## src/rtl/whack_score_ctrl.sv

```systemverilog
// Whac-A-Mole round controller: qualifies hole hits against the moles that are up,
// round-robin scores one hit per cycle, tracks difficulty level and the round countdown.
module whack_score_ctrl #(
    parameter int N_HOLES    = 4,
    parameter int SCORE_W    = 6,
    parameter int TICK_DIV   = 50000000,
    parameter int ROUND_SEC  = 30,
    parameter int LEVEL_STEP = 8
) (
    input  logic               clk,
    input  logic               rst_n,
    input  logic               start,
    input  logic [N_HOLES-1:0] hit,
    input  logic [N_HOLES-1:0] mole_mask,
    output logic [SCORE_W-1:0] score,
    output logic [1:0]         level,
    output logic [5:0]         time_left,
    output logic [N_HOLES-1:0] hit_ack,
    output logic               level_up,
    output logic               playing,
    output logic               game_over
);
    localparam int PW = (N_HOLES > 1) ? $clog2(N_HOLES) : 1;
    localparam int TW = (TICK_DIV > 1) ? $clog2(TICK_DIV) : 1;
    localparam int AW = $clog2(LEVEL_STEP + 5) + 1;
    localparam logic [SCORE_W-1:0] SCORE_MAX = '1;

    typedef enum logic [1:0] {IDLE, PLAY, OVER} state_t;

    state_t             state;
    logic [N_HOLES-1:0] pending;
    logic [PW-1:0]      rr;
    logic [TW-1:0]      tick;
    logic [AW-1:0]      acc;

    logic [N_HOLES-1:0] qual, gnt_oh;
    logic [PW-1:0]      gnt_idx, sel_b, rr_nxt;
    logic               gnt_any;
    int                 sel;

    // first pending hole at or after the round-robin pointer, wrapping
    always_comb begin
        gnt_oh  = '0;
        gnt_idx = '0;
        gnt_any = 1'b0;
        sel     = 0;
        sel_b   = '0;
        for (int k = 0; k < N_HOLES; k++) begin
            sel = int'(rr) + k;
            if (sel >= N_HOLES) sel = sel - N_HOLES;
            sel_b = PW'(sel);
            if (!gnt_any && pending[sel_b]) begin
                gnt_any        = 1'b1;
                gnt_idx        = sel_b;
                gnt_oh[sel_b]  = 1'b1;
            end
        end
    end

    assign qual   = hit & mole_mask;
    assign rr_nxt = (int'(gnt_idx) == N_HOLES - 1) ? '0 : gnt_idx + 1'b1;

    logic [2:0]         weight;
    logic [SCORE_W:0]   score_sum;
    logic [SCORE_W-1:0] score_nxt;
    logic [AW-1:0]      acc_sum;
    logic               lvl_wrap, tick_last;

    // weight never exceeds 4, so any overflow past SCORE_MAX shows up in the carry bit
    assign weight    = {1'b0, level} + 3'd1;
    assign score_sum = {1'b0, score} + (SCORE_W + 1)'(weight);
    assign score_nxt = score_sum[SCORE_W] ? SCORE_MAX : score_sum[SCORE_W-1:0];
    assign acc_sum   = acc + AW'(weight);
    assign lvl_wrap  = (acc_sum >= AW'(LEVEL_STEP));
    assign tick_last = (tick == TW'(TICK_DIV - 1));

    always_ff @(posedge clk or negedge rst_n) begin
        if (!rst_n) begin
            state     <= IDLE;
            score     <= '0;
            level     <= '0;
            time_left <= 6'(ROUND_SEC);
            hit_ack   <= '0;
            level_up  <= 1'b0;
            playing   <= 1'b0;
            game_over <= 1'b0;
            pending   <= '0;
            rr        <= '0;
            tick      <= '0;
            acc       <= '0;
        end else begin
            hit_ack  <= '0;
            level_up <= 1'b0;
            case (state)
                IDLE, OVER: begin
                    if (start) begin
                        state     <= PLAY;
                        score     <= '0;
                        level     <= '0;
                        acc       <= '0;
                        time_left <= 6'(ROUND_SEC);
                        tick      <= '0;
                        pending   <= '0;
                        rr        <= '0;
                        playing   <= 1'b1;
                        game_over <= 1'b0;
                    end
                end
                PLAY: begin
                    // a fresh qualified hit on the granted hole keeps it pending
                    pending <= (pending & ~gnt_oh) | qual;
                    if (gnt_any) begin
                        score   <= score_nxt;
                        rr      <= rr_nxt;
                        hit_ack <= gnt_oh;
                        if (lvl_wrap) begin
                            acc <= acc_sum - AW'(LEVEL_STEP);
                            if (level != 2'd3) begin
                                level    <= level + 2'd1;
                                level_up <= 1'b1;
                            end
                        end else begin
                            acc <= acc_sum;
                        end
                    end
                    if (tick_last) begin
                        tick <= '0;
                        if (time_left <= 6'd1) begin
                            state     <= OVER;
                            time_left <= '0;
                            pending   <= '0;
                            hit_ack   <= '0;
                            playing   <= 1'b0;
                            game_over <= 1'b1;
                        end else begin
                            time_left <= time_left - 6'd1;
                        end
                    end else begin
                        tick <= tick + 1'b1;
                    end
                end
                default: state <= IDLE;
            endcase
        end
    end
endmodule

```

## config.mk

```make
export PLATFORM = sky130hd
export DESIGN_NAME = whack_score_ctrl
export DESIGN_NICKNAME = d
export VERILOG_FILES = /design/src/rtl/whack_score_ctrl.sv
export SDC_FILE = /design/constraint.sdc
export NUM_CORES = 1
export LEC_CHECK = 0
export CAP_MARGIN = 20
export CORE_ASPECT_RATIO = 0.6
export CORE_MARGIN = 5
export CORE_UTILIZATION = 40
export CTS_BUF_LIST = sky130_fd_sc_hd__clkbuf_2 sky130_fd_sc_hd__clkbuf_4 sky130_fd_sc_hd__clkbuf_8
export CTS_CLUSTER_SIZE = 25
export DETAILED_ROUTE_END_ITERATION = 16
export HOLD_SLACK_MARGIN = 0.08
export PLACE_DENSITY = 0.68
export RECOVER_POWER = 100
export SLEW_MARGIN = 20
export SYNTH_ARGS = -nofsm -noshare
export SYNTH_HDL_FRONTEND = slang
export SYNTH_SLANG_ARGS = --single-unit
```

## constraint.sdc

```tcl
create_clock -name clk -period 2.95 [get_ports clk]
set_clock_uncertainty 0.05 [all_clocks]
set_input_delay 0.7375 -clock clk [delete_from_list [all_inputs] [get_ports clk]]
set_output_delay 0.7375 -clock clk [all_outputs]
set_load 0.02 [all_outputs]
```

==> results.cfg <==
[layout]
fillers = 802
nNetsFinal = 441
drive_gt1_share_pct = 10.6
area_growth_pct = 18.2
fin_area_um2 = 4190
n_antenna_cell = 0
utilization_pct = 48.9
ff_latch_area_um2 = 1510
multiInputGateArea_um2 = 1890

[route]
post_drt_wl_per_cell_um = 16.1
drc = 0
wl_um = 8540
ant_nets = 0
drtPass1Iterations = 5
vias_per_cell = 5.64
drtIter0Drc = 267
num_vias = 2986

[floorplanning]
die_x_um = 131
die_y_um = 82.9
dieArea_um2 = 10900
rows = 26
core_area_um2 = 8560
start_util_pct = 41.4
boundaryPins = 32

[clock_network]
clock-sinks = 60
clkLatencyLatePin_ns = 0.36
h-tree-depth = 3
cts_tree = built
numCtsBuffers = 9
clk_path_buf_depth = 2
cts_root_buf = clkbuf_8
hold_buffers = 0
postCtsSetupRepairBufs = 0
post_cts_resize_count = 0
path_clk_slew_ns = 0.06

[worst_hold_path]
hp-class = flop to flop
min_from = tick[25]
hold_depth = 1

[logic_synthesis]
synthArstFlopShare_pct = 100
synth_commonest_cells = dfrtp_1 (56), nor2_1 (42), nand2_1 (38)
synth_cells = 370
synth_area_per_cell_um2 = 9.57
yosys.area.top_type_share_pct = 39.6
synth_seq_area_share_pct = 42.5
synth_edf_count = 0
yosysWarnings = 0
synth_fp_nets = 399
synth_largest_area_cell = dfrtp_1
synth_cell_types = 60
synth_area_leaders = dfrtp_1 (40%), ha_1 (5.7%), nor2_1 (4.5%)
yosysMostFrequentCell = dfrtp_1
ys_ff_latch = 60
synthesis.area_um2 = 3540
synth_flop_cell = dfrtp_1

[grt]
antenna_found_initial = 0
grt_max_degree = 61
grt_pass1_vias = 2744
grt-ovfl-total = 0
track_usage_pct = 16.2
grt_pass1_wl_um = 14400

[outcome]
status = finished, violations left
violations = max-capacitance violations, max-slew violations

[timing]
rsz0062_at_grt = no
finalHoldViolCount = 0
period_needed_ns = 2.71
slew_violations = 61
finalCritPeriodShare_pct = 91.7
tightest_slew_ns = 1.53
setup_viol_count_final = 0
fin_tns_setup_ns = 0
max_freq_mhz = 370
whs_ns = 0.442
slew-limit-headroom_pct = -2.06

[power]
p_per_area_nw_per_um2 = 1010
power_mw = 4.21
ir_drop_uv = 397
p_leak_nw = 1.80

[worst_setup_path]
start_kind = flop
cp-startpoint = tick[7]
worstRegToRegCells = 6
path_class = flop to flop
arrival_ns = 2.87
rr_startpoint = tick[7]
critPathMaxFanout = 15
reg2reg_slack_ns = 0.24
required_ns = 3.11
end_kind = flop

[job]
maxCapViolations = 1

[place]
portBuffers = 31
post_dp_cell_area_um2 = 4040
dp_hpwl_um = 6080
gp_congestion = 0.871
==> cell usage in the layout (no fill, tap or decap), types with 3 or more instances in the layout <==
cell / netlist / final
dfrtp_1: 56 / 56
nor2_1: 42 / 42
nand2_1: 38 / 38
o21ai_0: 30 / 31
dlygate4sd3_1: 0 / 22
nand3_1: 16 / 16
ha_1: 16 / 16
inv_1: 12 / 12
a21oi_1: 12 / 12
clkbuf_8: 0 / 12
xor2_1: 10 / 10
buf_4: 1 / 10
nor3_1: 8 / 8
xnor2_1: 8 / 8
clkdlybuf4s50_1: 0 / 8
nand2b_1: 7 / 7
and3_1: 6 / 6
nand4_1: 5 / 5
mux2i_1: 4 / 4
a22oi_1: 4 / 4
a221oi_1: 4 / 4
o31ai_1: 4 / 4
or3_1: 4 / 4
a32o_1: 4 / 4
a31o_1: 4 / 4
dfstp_2: 4 / 4
mux4_2: 3 / 3
nor3b_1: 3 / 3
a31oi_1: 2 / 3
or4_1: 3 / 3
a21o_1: 3 / 3
nor2b_1: 3 / 3
o41ai_1: 3 / 3
o22ai_1: 3 / 3
clkbuf_1: 8 / 3
==> worst paths after layout <==
check | end
min | tick[25]
min in group asynchronous | tick[19]
max | tick[11]
max reg2reg | tick[11]
max in group asynchronous | tick[8]
min reg2reg | tick[25]
==> cells by family after synthesis <==
logic type                 share of synthesized area, %
adders and majority gates                          6.78
xor gates and xnor gates                           4.45
and+or+nand+nor                                    21.1
AOI/OAI and AO/OA                                  17.5
buffers and inverters                              3.53
muxes                                              4.06
DFF                                                42.5
==> area by class of cell <==
| type | count | area share, % |
|---|---|---|
| clock buffers | 14 | 4.30 |
| clock inverters | 2 | 0.239 |
| inverters | 12 | 1.08 |
| multi-input cells | 283 | 45.1 |
| flip-flops and latches | 60 | 36.0 |
| well taps | 112 | 3.35 |
| repair buffers | 46 | 9.95 |
==> power by group <==
part | leakage [nW] | switching [mW] | total [mW] | internal [mW]
clock network | 0.103 | 0.325 | 0.715 | 0.390
registers | 0.764 | 0.247 | 1.33 | 1.08
logic | 0.929 | 1.20 | 2.17 | 0.962
total | 1.80 | 1.78 | 4.21 | 2.43
==> metrics by stage <==
stage | cells | setup slack, ns
2_1_floorplan | 370 | 0.300
3_3_place_gp | 513 | 0.365
3_5_place_dp | 513 | 0.203
4_1_cts | 529 | 0.388
5_1_grt | 529 | 0.131
6_report | 529 | 0.244
==> registers in the layout, indices dropped and copies added, names as in the netlist <==
register,count
acc,5
game_over,1
hit_ack,4
level,2
level_up,1
pending,4
playing,1
rr,2
score,6
state,2
tick,26
time_left,6
==> per-layer routing <==
layer / global-route usage (%) / share of wire [%]
met1: 24.4 / 52
met2: 21.3 / 40
met3: 5.25 / 6.8
met4: 6.07 / 1.0
met5: 0 / 0
==> worst max-delay path, stage by stage (launching register included) <==
cell and delay (ns):
dfrtp_1 0.43, or4_4 0.54, nor4_1 0.60, a21o_4 0.30
and2_1 0.39, buf_12 0.19, a311oi_1 0.05
(Power assumes the default switching activity.)
